**src/rtl/rv_pkg.sv**
```systemverilog
// Shared definitions for the execute/memory boundary: datapath widths, the
// skid-buffer occupancy states and the packed EX/MEM payload.
package rv_pkg;

   localparam int XLEN  = 32;
   localparam int RADDR = 5;

   typedef enum logic [1:0] {
      EMPTY = 2'd0,
      ONE   = 2'd1,
      TWO   = 2'd2
   } skid_state_e;

   typedef struct packed {
      logic [XLEN-1:0]  result;
      logic             of;
      logic [RADDR-1:0] rd;
      logic             we;
      logic             mem_re;
      logic             mem_we;
      logic [XLEN-1:0]  store_data;
   } ex_mem_t;

endpackage

```
**src/rtl/pipe_skid_buf.sv**
```systemverilog
// Generic two-entry skid buffer: a head register feeding the consumer and a
// skid register that absorbs the one entry in flight when the consumer stalls.
module pipe_skid_buf
   import rv_pkg::*;
#(
   parameter int W = 8
) (
   input  logic        i_clk,
   input  logic        i_rst_n,
   input  logic        i_flush,
   input  logic        i_valid,
   output logic        o_ready,
   input  logic [W-1:0] i_data,
   output logic        o_valid,
   input  logic        i_ready,
   output logic [W-1:0] o_data,
   output logic [W-1:0] o_skid_data,
   output skid_state_e o_state
);

   skid_state_e  state_p1, state_nxt;
   logic         rdy_p1;
   logic [W-1:0] head_p1, skid_p1;
   logic         accept, drain;
   logic         load_head, load_skid, head_from_skid;

   assign accept = i_valid && rdy_p1;
   assign drain  = (state_p1 != EMPTY) && i_ready;

   always_comb begin
      state_nxt      = state_p1;
      load_head      = 1'b0;
      load_skid      = 1'b0;
      head_from_skid = 1'b0;
      if (i_flush) begin
         state_nxt = EMPTY;
      end else begin
         case (state_p1)
            EMPTY: begin
               if (accept) begin
                  load_head = 1'b1;
                  state_nxt = ONE;
               end
            end
            ONE: begin
               if (accept && drain) begin
                  load_head = 1'b1;
               end else if (accept) begin
                  load_skid = 1'b1;
                  state_nxt = TWO;
               end else if (drain) begin
                  state_nxt = EMPTY;
               end
            end
            TWO: begin
               if (drain) begin
                  head_from_skid = 1'b1;
                  state_nxt      = ONE;
               end
            end
            default: state_nxt = EMPTY;
         endcase
      end
   end

   // ---- control stage: occupancy and registered ready ----
   always_ff @(posedge i_clk or negedge i_rst_n) begin
      if (!i_rst_n) begin
         state_p1 <= EMPTY;
         rdy_p1   <= 1'b1;
      end else begin
         state_p1 <= state_nxt;
         rdy_p1   <= (state_nxt != TWO);
      end
   end

   // ---- payload stage: head and skid entries ----
   always_ff @(posedge i_clk or negedge i_rst_n) begin
      if (!i_rst_n) begin
         head_p1 <= '0;
         skid_p1 <= '0;
      end else begin
         if (load_head)
            head_p1 <= i_data;
         else if (head_from_skid)
            head_p1 <= skid_p1;
         if (load_skid)
            skid_p1 <= i_data;
      end
   end

   assign o_ready     = rdy_p1;
   assign o_valid     = (state_p1 != EMPTY);
   assign o_data      = head_p1;
   assign o_skid_data = skid_p1;
   assign o_state     = state_p1;

endmodule

```
**src/rtl/ex_mem_reg.sv**
```systemverilog
// Execute-to-memory pipeline register with x0 write masking; the operand
// bypass port is built only when EX_MEM_FWD_EN is defined.
module ex_mem_reg
   import rv_pkg::*;
(
   input  logic             i_clk,
   input  logic             i_rst_n,
   input  logic             i_flush,
   input  logic             i_valid,
   output logic             o_ready,
   input  logic [XLEN-1:0]  i_result,
   input  logic             i_of,
   input  logic [RADDR-1:0] i_rd,
   input  logic             i_we,
   input  logic             i_mem_re,
   input  logic             i_mem_we,
   input  logic [XLEN-1:0]  i_store_data,
   output logic             o_valid,
   input  logic             i_ready,
   output logic [XLEN-1:0]  o_result,
   output logic [RADDR-1:0] o_rd,
   output logic             o_we,
   output logic             o_mem_re,
   output logic             o_mem_we,
   output logic [XLEN-1:0]  o_store_data,
   output logic             o_of
`ifdef EX_MEM_FWD_EN
   ,
   output logic             o_fwd_valid,
   output logic [RADDR-1:0] o_fwd_rd,
   output logic [XLEN-1:0]  o_fwd_data
`endif
);

   localparam int PW = $bits(ex_mem_t);

   ex_mem_t     in_p0, head_p1, skid_p1;
   skid_state_e state_p1;

   // x0 is masked here so neither writeback nor bypass ever sees it
   always_comb begin
      in_p0            = '0;
      in_p0.result     = i_result;
      in_p0.of         = i_of;
      in_p0.rd         = i_rd;
      in_p0.we         = i_we && (i_rd != '0);
      in_p0.mem_re     = i_mem_re;
      in_p0.mem_we     = i_mem_we;
      in_p0.store_data = i_store_data;
   end

   pipe_skid_buf #(.W(PW)) u_skid (
      .i_clk       (i_clk),
      .i_rst_n     (i_rst_n),
      .i_flush     (i_flush),
      .i_valid     (i_valid),
      .o_ready     (o_ready),
      .i_data      (in_p0),
      .o_valid     (o_valid),
      .i_ready     (i_ready),
      .o_data      (head_p1),
      .o_skid_data (skid_p1),
      .o_state     (state_p1)
   );

   assign o_result     = head_p1.result;
   assign o_of         = head_p1.of;
   assign o_rd         = head_p1.rd;
   assign o_we         = head_p1.we;
   assign o_mem_re     = head_p1.mem_re;
   assign o_mem_we     = head_p1.mem_we;
   assign o_store_data = head_p1.store_data;

`ifdef EX_MEM_FWD_EN
   ex_mem_t youngest;

   // youngest entry only; an older head is never used as a fallback
   assign youngest    = (state_p1 == TWO) ? skid_p1 : head_p1;
   assign o_fwd_valid = (state_p1 != EMPTY) && youngest.we;
   assign o_fwd_rd    = youngest.rd;
   assign o_fwd_data  = youngest.result;
`else
   logic fwd_unused;
   assign fwd_unused = ^{skid_p1, state_p1};
`endif

endmodule

```
**config.mk**
```make
export PLATFORM = sky130hd
export DESIGN_NAME = ex_mem_reg
export DESIGN_NICKNAME = d
export VERILOG_FILES = /design/src/rtl/rv_pkg.sv /design/src/rtl/pipe_skid_buf.sv /design/src/rtl/ex_mem_reg.sv
export SDC_FILE = /design/constraint.sdc
export NUM_CORES = 1
export LEC_CHECK = 0
export ABC_AREA = 1
export CAP_MARGIN = 20
export CORE_ASPECT_RATIO = 0.8
export CORE_MARGIN = 3
export CORE_UTILIZATION = 54
export DETAILED_ROUTE_END_ITERATION = 8
export PLACE_DENSITY = 0.85
export SYNTH_ARGS = -nofsm -noshare
export SYNTH_HDL_FRONTEND = slang
export SYNTH_SLANG_ARGS = --single-unit
```
**constraint.sdc**
```tcl
create_clock -name i_clk -period 2.47 [get_ports i_clk]
set_input_delay 0.741 -clock i_clk [delete_from_list [all_inputs] [get_ports i_clk]]
set_output_delay 0.741 -clock i_clk [all_outputs]
set_load 0.1 [all_outputs]
```
==> results.sh <==
export IMPL_ctsResizeCount=0
export IMPL_switching_share=0.4064
export IMPL_worst_r2r_setup_slack_ns=0.88
export IMPL_synth_nets=822
export IMPL_post_cts_buffers=0
export IMPL_critPathTopFamily="buffers and inverters"
export IMPL_rsz0062_at_grt="no"
export IMPL_status="finished clean"
export IMPL_met2_usage=0.4110
export IMPL_globalRoute_totalOverflow=0
export IMPL_clkSinkCount=149
export IMPL_cts_buffers=17
export IMPL_intPower_mw=5.246
export IMPL_post_route_min_period_ns=2.047
export IMPL_ys_async_sr_fraction=1.000
export IMPL_start_util=0.5633
export IMPL_synth_area_mm2=0.006611
export IMPL_syn_to_final_growth_pct=30.79
export IMPL_slew_headroom=0.6438
export IMPL_busiest_layer="met2"
export IMPL_clk_pin_slew_worst_paths_ns=0.06
export IMPL_antenna_cells=0
export IMPL_vias_per_cell=5.330
export IMPL_insertion_delay_ns=0.41
export IMPL_die_area_mm2=0.01362
export IMPL_p_leak_nw=4.408
export IMPL_crit_path_start_kind="input pin"
export IMPL_use_met1=0.3259
export IMPL_utilization=0.7368
export IMPL_drive_gt1_frac=0.1993
export IMPL_cp_slowest_cell="clkdlybuf4s50_1"
export IMPL_multi_input_area_mm2=0.002223
export IMPL_crit_path_end_kind="flop"
export IMPL_peakVddDrop_uv=873.2
export IMPL_antenna_found_initial=0
export IMPL_postCtsHoldBufs=0
export IMPL_worstRegToRegCells=8
export IMPL_drc=0
export IMPL_clockBufferDepth=2
export IMPL_p_sw_mw=3.592
export IMPL_pwr_share_seq=0.373
export IMPL_ys_warn_count=0
export IMPL_synth_edff_count=0
export IMPL_ys_seq_elements=149
export IMPL_cts_tree="yes"
export IMPL_post_drt_wl_per_cell_um=15.58
export IMPL_use_met3=0.05519
export IMPL_r2r_start="u_skid.o_ready"
export IMPL_yosysMostFrequentCell="nand2_1"
export IMPL_setup_viol=0
export IMPL_antenna_left=0
export IMPL_synth_cell_type_count=19
export IMPL_seq_area_mm2=0.003730
export IMPL_drv_cap=0
export IMPL_die_w_um=129.7
export IMPL_nets=968
export IMPL_worstHoldPathType="in2async"
export IMPL_grt_pass1_vias=5571
export IMPL_synth_top_area_frac=0.5602
export IMPL_drtPass1Iterations=5
export IMPL_critical_path_class="in2reg"
export IMPL_num_rows=35
export IMPL_grt_usage=0.2488
export IMPL_pin_count=153
export IMPL_cp_startpoint="i_ready"
export IMPL_avgSynthCellArea_um2=8.886
export IMPL_fp_dieH_um=105.0
export IMPL_hold_viol_final=0
export IMPL_cp_data_arrival_time_ns=2.39
export IMPL_crit_chain="clkdlybuf4s50_1 > inv_1 > nor2_2 > nand2_2 > inv_2 > buf_12 > nand2_1 > nand3_1"
export IMPL_path_depth=8
export IMPL_fillCellCount=844
export IMPL_ys_flop_type="dfrtp_1"
export IMPL_vias=5602
export IMPL_core_area_mm2=0.01174
export IMPL_routed_wl_mm=16.37
export IMPL_cts_root_buf="clkbuf_16"
export IMPL_finalClockSkew_ns=0.009696
export IMPL_port_buffers=152
export IMPL_slew_viol_final=0
export IMPL_synth_largest_area_cell="dfrtp_1"
export IMPL_clkPwrFrac=0.288
export IMPL_place_gp_congestion=0.7917
export IMPL_power_frac_comb=0.339
export IMPL_grt_pass1_wl_mm=26.99
export IMPL_required_ns=2.81
export IMPL_crit_fanout=32
export IMPL_crit_buf_inv=4
export IMPL_critical_path_max_stage_delay_ns=0.47
export IMPL_synth_area_leaders="dfrtp_1 56%, nand2_1 13%, nand3_1 11%"
export IMPL_fin_tns_setup_ns=0
export IMPL_synth_cells=744
export IMPL_grt_max_degree=59
export IMPL_hpwlAfterDp_mm=11.08
export IMPL_drt_iter0_markers=445
export IMPL_rr_endpoint="u_skid.o_data[37]"
export IMPL_period_share=0.8289
export IMPL_powerDensity_mw_per_mm2=1022
export IMPL_synth_common_cells="231 x nand2_1, 148 x dfrtp_1, 144 x nand3_1"
export IMPL_seq_area_frac_synth=0.5642
export IMPL_max_freq_mhz=488.4
export IMPL_max_slew_worst_pin_slew_ns=0.5343
export IMPL_ctsHtreeMaxLevel=4
cells in the final DEF (no fill, tap or decap), drive strengths merged:
| cell type | count |
|---|---|
| nor2 | 9 |
| dfstp | 1 |
| bufinv | 2 |
| nand3 | 146 |
| clkbuf | 20 |
| clkdlybuf4s50 | 76 |
| clkinvlp | 4 |
| inv | 86 |
| nand4 | 2 |
| buf | 96 |
| nand2 | 233 |
| dfrtp | 148 |
| o21ai | 74 |
| clkinv | 6 |
through the flow:
stage | power, mW | cells | setup WS (ns) | hold WS (ns) | instance area, um2
after global routing | 9.195 | 1051 | 0.3216 | 0.3044 | 8647
after global placement | 6.227 | 1019 | 0.09510 | 0.4635 | 8059
after floorplan | 5.500 | 744 | 0.6388 | 0.4454 | 6611
after CTS | 8.894 | 1051 | 0.4311 | 0.2995 | 8647
final | 8.837 | 1051 | 0.4226 | 0.2777 | 8647
after detailed placement | 6.327 | 1019 | 0.03264 | 0.4672 | 8059
power groups by stage:
stage | sequential, mW | combinational [mW] | clock (mW)
finish | 3.30 | 2.99 | 2.55
detailed placement | 3.32 | 3.01 | 0
global placement | 3.29 | 2.94 | 0
floorplan | 4.85 | 0.653 | 0
CTS | 3.29 | 3.02 | 2.58
global route | 3.36 | 3.16 | 2.68
registers in the layout, summed over array words and instances (netlist names):
name and count:
u_skid.o_skid_data 73, u_skid.o_data 73, u_skid.o_ready 1, u_skid.o_state 2
worst reg2reg max path, stage by stage (launching register included):
cell,delay [ns]
dfstp_2,0.54
nand2_1,0.08
inv_1,0.21
nand3_4,0.12
inv_2,0.12
buf_12,0.23
nand2_1,0.09
nand2_1,0.07
inv_1,0.03
worst max path at each step:
stage                              endpoint  slack [ns]
after global routing      u_skid.o_data[22]        0.32
after floorplan                     o_valid        0.64
after global placement    u_skid.o_data[16]         0.1
after detailed placement  u_skid.o_data[22]        0.03
after CTS                 u_skid.o_data[28]        0.43
final                     u_skid.o_data[28]        0.42
cells by family (layout without fill, tap and decap cells):
logic type             Yosys count  in the layout  synth area share
AND/OR/NAND/NOR                390            390            0.2559
buffers and inverters          131            290            0.1007
flip-flops                     149            149            0.5642
AO/OA/AOI/OAI                   74             74           0.07930
routing by layer:
metal  up-vias  routed length [um]
li1       2660                   -
met3        22                1073
met5         -                   0
met1      2697                6858
met4         0                 265
met2       223                8174
cell type report:
type / count / area share
clock inverter: 12 / 0.01519
clock buffer: 20 / 0.05281
tap: 148 / 0.02142
inverter: 86 / 0.03733
timing repair buffer: 172 / 0.1848
sequential: 149 / 0.4313
multi-input combinational: 464 / 0.2571
(Power assumes the default switching activity.)
